$ cat src/rtl/run_stop_ctrl.sv
`default_nettype none
// ============================================================================
// run_stop_ctrl : tick-driven saturating accumulator with threshold stop,
//                 fixed hold in STOPPED, optional run timeout and abort.
// Revision: 1.0
// ============================================================================
module run_stop_ctrl #(
   parameter int CNT_W  = 16,
   parameter int STEP_W = 8,
   parameter int HOLD   = 4
) (
   input  logic              clk,
   input  logic              rst,
   input  logic              start,
   input  logic              abort,
   input  logic              tick,
   input  logic [STEP_W-1:0] step,
   input  logic [CNT_W-1:0]  threshold,
   input  logic [CNT_W-1:0]  limit,
   output logic [CNT_W-1:0]  count,
   output logic              stop_flag,
   output logic              finish,
   output logic              timeout,
   output logic              busy,
   output logic [1:0]        state
);

   localparam int HOLD_W = (HOLD > 1) ? $clog2(HOLD) : 1;

   typedef enum logic [1:0] {
      ST_IDLE    = 2'd0,
      ST_RUN     = 2'd1,
      ST_STOPPED = 2'd2,
      ST_DONE    = 2'd3
   } state_t;

   state_t              state_q, state_d;
   logic [CNT_W-1:0]    count_q, count_d;
   logic [CNT_W-1:0]    timer_q, timer_d;
   logic [HOLD_W-1:0]   hold_q, hold_d;
   logic                timeout_q, timeout_d;
   logic [STEP_W-1:0]   step_q, step_d;
   logic [CNT_W-1:0]    thr_q, thr_d;
   logic [CNT_W-1:0]    limit_q, limit_d;

   logic [CNT_W:0]      w_sum;
   logic [CNT_W-1:0]    w_timer_inc;

   always_comb begin
      state_d     = state_q;
      count_d     = count_q;
      timer_d     = timer_q;
      hold_d      = hold_q;
      timeout_d   = timeout_q;
      step_d      = step_q;
      thr_d       = thr_q;
      limit_d     = limit_q;
      // Extra carry bit detects overflow for saturation.
      w_sum       = (CNT_W+1)'(count_q) + (CNT_W+1)'(step_q);
      w_timer_inc = timer_q + CNT_W'(1);

      case (state_q)
         ST_IDLE: begin
            if (start && !abort) begin
               state_d   = ST_RUN;
               count_d   = '0;
               timer_d   = '0;
               timeout_d = 1'b0;
               step_d    = step;
               thr_d     = threshold;
               limit_d   = limit;
            end
         end
         ST_RUN: begin
            timer_d = w_timer_inc;
            if (abort) begin
               state_d = ST_IDLE;
            end else if (count_q >= thr_q) begin
               state_d = ST_STOPPED;
               hold_d  = '0;
            end else begin
               // Timeout fires at the end of the limit-th RUN cycle.
               if ((limit_q != '0) && (w_timer_inc == limit_q)) begin
                  state_d   = ST_DONE;
                  timeout_d = 1'b1;
               end
               if (tick) begin
                  count_d = w_sum[CNT_W] ? {CNT_W{1'b1}} : w_sum[CNT_W-1:0];
               end
            end
         end
         ST_STOPPED: begin
            if (abort) begin
               state_d = ST_IDLE;
            end else if (hold_q == HOLD_W'(HOLD - 1)) begin
               state_d = ST_DONE;
            end else begin
               hold_d = hold_q + HOLD_W'(1);
            end
         end
         default: begin
            state_d = ST_IDLE;
         end
      endcase
   end

   always_ff @(posedge clk or posedge rst) begin
      if (rst) begin
         state_q   <= ST_IDLE;
         count_q   <= '0;
         timer_q   <= '0;
         hold_q    <= '0;
         timeout_q <= 1'b0;
         step_q    <= '0;
         thr_q     <= '0;
         limit_q   <= '0;
      end else begin
         state_q   <= state_d;
         count_q   <= count_d;
         timer_q   <= timer_d;
         hold_q    <= hold_d;
         timeout_q <= timeout_d;
         step_q    <= step_d;
         thr_q     <= thr_d;
         limit_q   <= limit_d;
      end
   end

   assign count     = count_q;
   assign timeout   = timeout_q;
   assign state     = state_q;
   assign stop_flag = (state_q == ST_STOPPED);
   assign finish    = (state_q == ST_DONE);
   assign busy      = (state_q != ST_IDLE);

endmodule
`default_nettype wire

$ cat config.mk
export PLATFORM = sky130hd
export DESIGN_NAME = run_stop_ctrl
export DESIGN_NICKNAME = d
export VERILOG_FILES = /design/src/rtl/run_stop_ctrl.sv
export SDC_FILE = /design/constraint.sdc
export NUM_CORES = 1
export LEC_CHECK = 0
export ABC_AREA = 1
export CAP_MARGIN = 5
export CELL_PAD_IN_SITES_DETAIL_PLACEMENT = 0
export CELL_PAD_IN_SITES_GLOBAL_PLACEMENT = 1
export CORE_MARGIN = 5
export CORE_UTILIZATION = 43
export CTS_BUF_LIST = sky130_fd_sc_hd__clkbuf_8 sky130_fd_sc_hd__clkbuf_16
export DETAILED_ROUTE_END_ITERATION = 8
export PLACE_DENSITY_LB_ADDON = 0.1
export SYNTH_ARGS = -nofsm -noshare
export SYNTH_HDL_FRONTEND = slang
export SYNTH_SLANG_ARGS = --single-unit
$ cat constraint.sdc
create_clock -name clk -period 7.7 [get_ports clk]
set_input_delay 1.925 -clock clk [delete_from_list [all_inputs] [get_ports clk]]
set_output_delay 1.925 -clock clk [all_outputs]
set_load 0.01 [all_outputs]
==> metrics.md, run 1 <==
| Metric | Value |
|---|---|
| Post-CTS Setup Repair Bufs | `0` |
| Area delta synth->final | `22.1%` |
| Post-Synthesis Cells | `660` |
| Starting density of the core | `44.0%` |
| Initial antenna violation count | `0` |
| Drt pass-1 iters | `4` |
| Bufs on Longest Clock Path | `2` |
| Worst rel slew slack | `32.2%` |
| Largest net degree at the start of global routing | `78` |
| P_int | `0.00116 W` |
| Clk root buf | `clkbuf_8` |
| Drt initial violations | `178` |
| TritonCTS clock tree | `built` |
| RR Startpoint | `count[11]$_DFFE_PP0P_` |
| Req. time, crit path | `5780 ps` |
| Worst Setup Start Kind | `flip-flop` |
| Fmax achieved | `279 MHz` |
| Yosys reg bits | `77` |
| Via density | `4.98` |
| Crit-path max FO | `6` |
| LEAKAGE | `2.78 nW` |
| Full die area | `13,400 µm²` |
| Sequential area share after synthesis | `40.2%` |
| Worst setup EP type | `output port` |
| Core Region | `10,900 µm²` |
| Dominant cell type by area after synthesis | `dfrtp_1` |
| Clock Latency Late Sink | `370 ps` |
| Drt wl/cell | `13.9 µm` |
| RSZ-0062 raised after global routing | `no` |
| DRT antenna net count | `0` |
| Final non-filler cell total | `871` |
| Final RePlAce weighted congestion | `0.861` |
| # DRC | `0` |
| CTS sink count | `77` |
| Vias in the first global route | `4,438` |
| # diodes | `0` |
| Kind of critical path | `flip-flop to output port` |
| Fin crit period | `3590 ps` |
| Fin Setup TNS | `0 ps` |
| Share of cells above drive strength 1 | `6.29%` |
| Worst Path Arrival | `1660 ps` |
| # nets final | `799` |
| Global route total overflow | `0` |
| Final Hold Vio Count | `0` |
| Number of flops mapped to enable cells by yosys | `0` |
| Critical Path End | `busy` |
| # placed instances | `856` |
| Clock skew | `14.4 ps` |
| Htree depth | `3` |
| Total CTS buffers | `9` |
| R2r endpoint | `count[14]$_DFFE_PP0P_` |
| Final period util | `46.6%` |
| Vias | `4,340` |
| First-pass GRT wire length | `20,600 µm` |
| Yosys cell types | `33` |
| Hold WS | `492 ps` |
| Psw | `0.000825 W` |
| Fill cell count | `1,069` |
| # IOs | `67` |
| Post-CTS Resized | `0` |
| Gr usage total | `19.4%` |
| Post-layout util | `53.7%` |
| R2r worst-path depth | `8` |
| Clk pwr share | `20.8%` |
| Routed WL | `12,100 µm` |
| Slew @ Worst Pin | `1020 ps` |
| Hold crit path type | `flip-flop to flip-flop` |
| Status | `complete, no violations` |
| Switching share of power | `41.7%` |
| Final setup viols | `0` |
| Comb pwr share | `44.9%` |
| Detailed placer's ending HPWL | `8920 µm` |
| R2R Setup Slk | `5110 ps` |
| Main synth FF type | `dfrtp_1` |
| Synth Cell Area | `4790 µm²` |
| Max cap viols | `0` |
| Port Buffers | `66` |
| Synth async-reset ratio | `100%` |
| Area contributors post-synth | `dfrtp_1, nand2_1, ha_1, inv_1, o21ai_0` |
| Slew Viols, Final | `0` |
| Std cell rows | `38` |
| Most common cell in the netlist | `nand2_1` |
| Worst ir drop on vdd | `136 µV` |
| Syn avg cell area | `7.26 µm²` |
| Sequential Power Share | `34.2%` |
| PD cells | `339 nW/µm²` |
| Top cell type's share of synthesized area | `40.2%` |
| Synthesized Nets | `732` |
| Clock slew at reported path FFs | `80 ps` |
| Width of the die | `116 µm` |
| Worst setup startpoint | `state[1]$_DFFE_PP0P_` |
| Post-synth top cells | `nand2_1, inv_1, dfrtp_1` |
| Post-CTS Hold Fix Bufs | `0` |
| Synthesis Warnings | `0` |
| Die extent in y | `116 µm` |
[critical path, stage by stage (launching register included)]
cell,delay (ps)
dfrtp_1,470
nor2_2,220
inv_1,110
clkdlybuf4s50_1,490
[layout make-up]
cell class                      count  area [µm²]  share of cell area (%)
Multi-Input combinational cell    485        2490                    42.5
Timing Repair Buffer               68         676                    11.5
Inverter                           86         324                    5.54
Tap cell                          140         175                    2.99
Clock buffer                       10         138                    2.35
Clock inverter                      5         124                    2.12
Sequential cell                    77        1930                    32.9
[power by group through the flow]
stage	clock [W]	sequential, W	combinational (W)
2_1_floorplan	0	0.000663	0.000657
3_3_place_gp	0	0.000685	0.000878
3_5_place_dp	0	0.000687	0.000900
4_1_cts	0.000418	0.000679	0.000906
5_1_grt	0.000434	0.000699	0.00104
6_report	0.000412	0.000678	0.000891
[layer usage]
layer / share of wire, % / vias up / track usage, %
li1: - / 2252 / -
met1: 45 / 2010 / 23.9
met2: 49 / 60 / 34.4
met3: 2.6 / 18 / 2.40
met4: 2.6 / 0 / 7.75
met5: 0 / - / 0
[per-stage QoR]
step                total power (W)  worst slack (ps)  cell area, µm²
detailed placement          0.00159              3790            5590
floorplan                   0.00132              3810            4790
global placement            0.00156              3860            5590
global route                0.00217              4010            5850
CTS                         0.00200              4090            5850
finish                      0.00198              4110            5850
[cell usage in the layout (no fill, tap or decap), types with 2 or more instances in the layout]
cell	instances
clkdlybuf4s50_1	66
xnor2_1	5
dfrtp_1	77
nor2_4	6
nor3_1	3
o22ai_1	9
bufinv_16	4
ha_1	26
nand4_1	8
nand3_1	47
nand2_1	209
clkbuf_8	10
inv_2	3
nand3_2	2
nand2_2	7
inv_1	82
nor2_2	7
xor2_1	6
o21ai_0	55
nor2_1	50
buf_4	2
o21ai_1	16
a21oi_1	20
[logic make-up (layout without fill, tap and decap cells)]
| family | after synthesis | count (layout) | synth area share (%) |
|---|---|---|---|
| DFF | 77 | 77 | 40.2 |
| adders and majority gates | 27 | 27 | 7.20 |
| AOI/OAI and AO/OA | 104 | 104 | 11.4 |
| buffers and inverters | 98 | 169 | 7.91 |
| and+or+nand+nor | 342 | 342 | 30.9 |
| xor gates and xnor gates | 12 | 12 | 2.48 |
[worst min path at each step]
stage | from | to | depth (start not counted)
3_5_place_dp | step_q[3]$_DFFE_PP0P_ | step_q[3]$_DFFE_PP0P_ | 2
4_1_cts | step_q[6]$_DFFE_PP0P_ | step_q[6]$_DFFE_PP0P_ | 2
6_report | step_q[4]$_DFFE_PP0P_ | step_q[4]$_DFFE_PP0P_ | 2
5_1_grt | step_q[5]$_DFFE_PP0P_ | step_q[5]$_DFFE_PP0P_ | 2
3_3_place_gp | hold_q[1]$_DFFE_PP0P_ | hold_q[1]$_DFFE_PP0P_ | 2
2_1_floorplan | step_q[0]$_DFFE_PP0P_ | step_q[0]$_DFFE_PP0P_ | 2
[sequential cells by signal, summed over array words and instances, names as in the netlist]
name	flops
limit_q	16
thr_q	16
step_q	8
count	16
timer_q	16
timeout	1
hold_q	2
state	2
Note: power is estimated with default switching activity, not from simulation.
==> run 2, diff against run 1 <==
- CORE_UTILIZATION: 43 -> 40
- clock period: 7.7 -> 3.4 ns (I/O delays scaled with it)
==> metrics.md, run 2 (synthesis gave the netlist of run 1 again) <==
| Metric | Value |
|---|---|
| Max stage delay on crit path | `400 ps` |
| Most common cell after layout, fill and taps aside | `nand2_1` |
| Htree depth | `3` |
| Std cell rows | `40` |
| Initial antenna violation count | `0` |
| # placed instances | `864` |
| Crit-path max FO | `10` |
| TritonCTS clock tree | `built` |
| Fin crit period | `2600 ps` |
| CTS sink count | `77` |
| Post-CTS Hold Fix Bufs | `0` |
| Final RePlAce weighted congestion | `0.866` |
| Worst Path Buf+Inv | `2` |
| DRT antenna net count | `0` |
| # diodes | `0` |
| Total CTS buffers | `9` |
| Clk pwr share | `20.3%` |
| Status | `complete, no violations` |
| # nets final | `800` |
| Fmax achieved | `385 MHz` |
| P_int | `0.00257 W` |
| Worst ir drop on vdd | `307 µV` |
| Psw | `0.00191 W` |
| Core Region | `11,900 µm²` |
| Cell Chain, Critical Path | `ha_1 -> inv_1 -> fa_1 -> nand3b_1 -> nand2_1 -> nand4_1 -> nand3_1 -> nand2_1 -> nor2_2 -> nand3_2 -> clkinv_2 -> nor2_1 -> o21ai_1` |
| Final setup viols | `0` |
| Dpl cell area | `5620 µm²` |
| Worst rel slew slack | `59.0%` |
| Worst Path Arrival | `2860 ps` |
| CP top delay family | `simple AND/OR/NAND/NOR gates` |
| Area delta synth->final | `22.9%` |
| Post-CTS Resized | `0` |
| # IOs | `67` |
| Clock Latency Late Sink | `340 ps` |
| Slew @ Worst Pin | `615 ps` |
| Gr usage total | `18.5%` |
| Total design power | `0.00448 W` |
| RSZ-0062 raised after global routing | `no` |
| Req. time, crit path | `3660 ps` |
| Vias in the first global route | `4,377` |
| Largest net degree at the start of global routing | `56` |
| Starting density of the core | `40.4%` |
| Kind of critical path | `flip-flop to flip-flop` |
| Global route total overflow | `0` |
| # DRC | `0` |
| Port Buffers | `66` |
| Design area | `5890 µm²` |
| Final Hold Vio Count | `0` |
| Drt initial violations | `254` |
| Final non-filler cell total | `880` |
| Full die area | `14,300 µm²` |
| Max cap viols | `0` |
| Detailed placer's ending HPWL | `9300 µm` |
| Commonest non-fill, non-tap cells in the layout | `nand2_1, inv_1, dfrtp_1` |
| Clock skew | `5.17 ps` |
| PD cells | `761 nW/µm²` |
| LEAKAGE | `2.81 nW` |
| Sequential Power Share | `34.6%` |
| Worst setup EP type | `flip-flop` |
| Drt wl/cell | `14.2 µm` |
| Via density | `4.95` |
| Die extent in y | `119 µm` |
| Slowest-stage cell, CP | `dfrtp_1` |
| Hold crit path type | `flip-flop to flip-flop` |
| Width of the die | `119 µm` |
| Comb pwr share | `45.2%` |
| Routed WL | `12,500 µm` |
| Post-CTS Setup Repair Bufs | `0` |
| Bufs on Longest Clock Path | `2` |
| Clock slew at reported path FFs | `60 ps` |
| Drt pass-1 iters | `4` |
| Switching share of power | `42.7%` |
| Worst Setup Start Kind | `flip-flop` |
| Clk root buf | `clkbuf_16` |
| First-pass GRT wire length | `21,000 µm` |
| Fin Setup TNS | `0 ps` |
| Slew Viols, Final | `0` |
| CP most frequent cell | `nand2_1` |
| Share of cells above drive strength 1 | `6.14%` |
| Final period util | `76.4%` |
| Vias | `4,358` |
run 2: cell types whose count changed in the layout (fill, tap and decap cells not counted), sizes merged:
cell	change
bufinv	-4
inv	+3
clkbuf	+1
buf	+1
clkinv	+1
run 2: per-stage QoR:
stage / hold WS (ps) / util, % / worst slack (ps)
after floorplan: 453 / - / 583
after global placement: 471 / 47.4 / 625
after detailed placement: 470 / 47.4 / 612
after CTS: 486 / 49.7 / 758
after global routing: 510 / 49.7 / 545
final: 484 / 49.7 / 801
run 2: layer usage:
metal / vias to the layer above / GRT usage, % / wire length (µm)
li1: 2260 / - / -
met1: 2034 / 22.4 / 5540
met2: 49 / 32.6 / 6330
met3: 15 / 3.56 / 371
met4: 0 / 6.44 / 248
met5: - / 0 / 0
run 2: worst paths after layout:
check,start,end,slack [ps],depth (start not counted)
max,count[0]$_DFFE_PP0P_,count[4]$_DFFE_PP0P_,800,13
min,thr_q[0]$_DFFE_PP0P_,thr_q[0]$_DFFE_PP0P_,480,2
max reg2reg,count[0]$_DFFE_PP0P_,count[4]$_DFFE_PP0P_,800,13
min reg2reg,thr_q[0]$_DFFE_PP0P_,thr_q[0]$_DFFE_PP0P_,480,2
max in group asynchronous,rst,step_q[5]$_DFFE_PP0P_,1810,3
min in group asynchronous,rst,limit_q[1]$_DFFE_PP0P_,880,2
run 2: layout make-up:
type	count	area (µm²)
clock buffers	11	253
clock inverters	5	20.0
repair buffers	69	696
well taps	147	184
inverters	86	324
fillers	1219	5970
multi-input cells	485	2490
flip-flops and latches	77	1930
run 2: worst reg2reg max path, delay by kind of cell, from the launching register on:
family | cells | cell delay, ps
flip-flops | 1 | 400
adder cells (fa/ha/maj) | 2 | 620
AND/OR/NAND/NOR | 8 | 1090
AO/OA/AOI/OAI | 1 | 110
buffers and inverters | 2 | 280
run 2: power groups by stage:
| stage | logic [W] | clock network (W) | registers [W] |
|---|---|---|---|
| 2_1_floorplan | 0.00149 | 0 | 0.00150 |
| 3_3_place_gp | 0.00200 | 0 | 0.00156 |
| 3_5_place_dp | 0.00205 | 0 | 0.00156 |
| 4_1_cts | 0.00206 | 0.000933 | 0.00155 |
| 5_1_grt | 0.00237 | 0.000976 | 0.00160 |
| 6_report | 0.00203 | 0.000909 | 0.00155 |
==> run 3, diff against run 2 <==
- clock period: 3.4 -> 2.5 ns (I/O delays scaled with it)
==> metrics.md, run 3 (synthesis gave the netlist of run 1 again) <==
| Metric | Value |
|---|---|
| Drt pass-1 iters | `4` |
| Largest net degree at the start of global routing | `78` |
| Cell Chain, Critical Path | `ha_2 -> inv_1 -> fa_1 -> nand3b_1 -> nand2_1 -> nand4_1 -> nand3_2 -> nand2_2 -> nor2_4 -> nand3_4 -> clkinv_2 -> nor2_1 -> o21ai_1` |
| Worst Path Arrival | `2590 ps` |
| Via density | `4.97` |
| Commonest non-fill, non-tap cells in the layout | `nand2_1, inv_1, dfrtp_1` |
| # DRC | `0` |
| Placement Setup Slack | `45.5 ps` |
| Drt wl/cell | `13.9 µm` |
| # diodes | `0` |
| Hold WS | `482 ps` |
| Gr usage total | `18.1%` |
| Share of cells above drive strength 1 | `8.42%` |
| Bufs on Longest Clock Path | `2` |
| R2r worst-path depth | `13` |
| Fin crit period | `2330 ps` |
| Starting density of the core | `40.4%` |
| LEAKAGE | `2.89 nW` |
| Port Buffers | `66` |
| Fmax achieved | `430 MHz` |
| Width of the die | `119 µm` |
| Initial antenna violation count | `0` |
| DRT antenna net count | `0` |
| Design area | `6030 µm²` |
| Most common cell after layout, fill and taps aside | `nand2_1` |
| Setup WS post-layout | `172 ps` |
| Area delta synth->final | `25.8%` |
| Final setup viols | `0` |
| Clk root buf | `clkbuf_16` |
| Full die area | `14,300 µm²` |
| # nets final | `815` |
| Global route total overflow | `0` |
| Worst rel slew slack | `71.2%` |
| Final RePlAce weighted congestion | `0.895` |
| Kind of critical path | `flip-flop to flip-flop` |
| Core Region | `11,900 µm²` |
| Hold crit path type | `flip-flop to flip-flop` |
| Worst setup EP type | `flip-flop` |
| Worst setup startpoint | `count[0]$_DFFE_PP0P_` |
| Vias in the first global route | `4,369` |
| Slew Viols, Final | `0` |
| Hold path depth | `2` |
| Vias | `4,444` |
| Slew @ Worst Pin | `432 ps` |
| Clock Latency Late Sink | `340 ps` |
| WHS Endpoint | `step_q[5]$_DFFE_PP0P_` |
| Final period util | `93.1%` |
| Fill cell count | `1,197` |
| Worst Setup Start Kind | `flip-flop` |
| Worst ir drop on vdd | `410 µV` |
| Hold Startpoint | `step_q[5]$_DFFE_PP0P_` |
| Max cap viols | `0` |
| Max stage delay on crit path | `400 ps` |
| Crit-path max FO | `5` |
| Htree depth | `3` |
| Req. time, crit path | `2760 ps` |
| Total CTS buffers | `9` |
| Std cell rows | `40` |
| R2r endpoint | `count[0]$_DFFE_PP0P_` |
| Die extent in y | `119 µm` |
| Drt initial violations | `226` |
| Routed WL | `12,500 µm` |
| Clock skew | `6.79 ps` |
| First-pass GRT wire length | `20,600 µm` |
| RR Startpoint | `count[0]$_DFFE_PP0P_` |
| Final Hold Vio Count | `0` |
| TritonCTS clock tree | `built` |
| Clock slew at reported path FFs | `60 ps` |
| Slowest-stage cell, CP | `fa_1` |
| R2R Setup Slk | `170 ps` |
| # IOs | `67` |
| PD cells | `1020 nW/µm²` |
| Dpl cell area | `5700 µm²` |
| CTS sink count | `77` |
| Status | `complete, no violations` |
| Detailed placer's ending HPWL | `9340 µm` |
==> run 3: cell count changes in the layout (fill, tap and decap cells not counted), sizes merged <==
cell,delta
buf,+14
clkinvlp,+1
==> run 3: per-stage QoR <==
step	utilization (%)	power, W	std cells	TNS [ps]
finish	50.8	0.00616	895	0
global placement	48.1	0.00491	875	0
floorplan	-	0.00407	660	0
global route	50.8	0.00674	895	-6.28
detailed placement	48.1	0.00496	875	0
CTS	50.4	0.00621	891	0
==> run 3: area by class of cell <==
class	count	area [µm²]	share of cell area [%]
clock inverter	5	20.0	0.332
timing repair inverter	1	5.00	0.0830
multi-input combinational	485	2510	41.6
tap	147	184	3.05
clock buffer	11	253	4.19
sequential	77	1930	32.0
inverter	86	332	5.50
timing repair buffer	83	801	13.3
==> run 3: power breakdown <==
part	switching [W]	internal (W)	total, W
combinational	0.00173	0.00111	0.00283
clock	0.000510	0.000711	0.00122
sequential	0.000370	0.00173	0.00210
total	0.00261	0.00355	0.00616
==> run 3: critical path: cells and delay by family, from the launching register on <==
| family | cells | cell delay, ps |
|---|---|---|
| DFF | 1 | 390 |
| adders and majority gates | 2 | 590 |
| and+or+nand+nor | 8 | 960 |
| buffers and inverters | 2 | 180 |
| AOI/OAI and AO/OA | 1 | 130 |
==> run 3: worst max-delay path by stage <==
stage          slack (ps)                     to  depth (start not counted)
3_5_place_dp           50   count[0]$_DFFE_PP0P_                         13
5_1_grt                -6   count[3]$_DFFE_PP0P_                         13
4_1_cts                30   count[0]$_DFFE_PP0P_                         13
2_1_floorplan         310  count[13]$_DFFE_PP0P_                         13
3_3_place_gp          140   count[0]$_DFFE_PP0P_                         13
6_report              170   count[0]$_DFFE_PP0P_                         13
==> run 3: what timing repair did <==
item | in CTS | in global routing
hold buffers | 0 | 0
setup endpoints to repair | 0 | 16
resized for setup | 0 | 8
setup buffers | 0 | 3
==> run 3: layer usage <==
| metal | part of all wire, % | track usage [%] | up-vias |
|---|---|---|---|
| li1 | - | - | 2291 |
| met1 | 44 | 22.2 | 2075 |
| met2 | 51 | 32.0 | 69 |
| met3 | 2.8 | 2.99 | 9 |
| met4 | 1.5 | 6.30 | 0 |
| met5 | 0 | 0 | - |
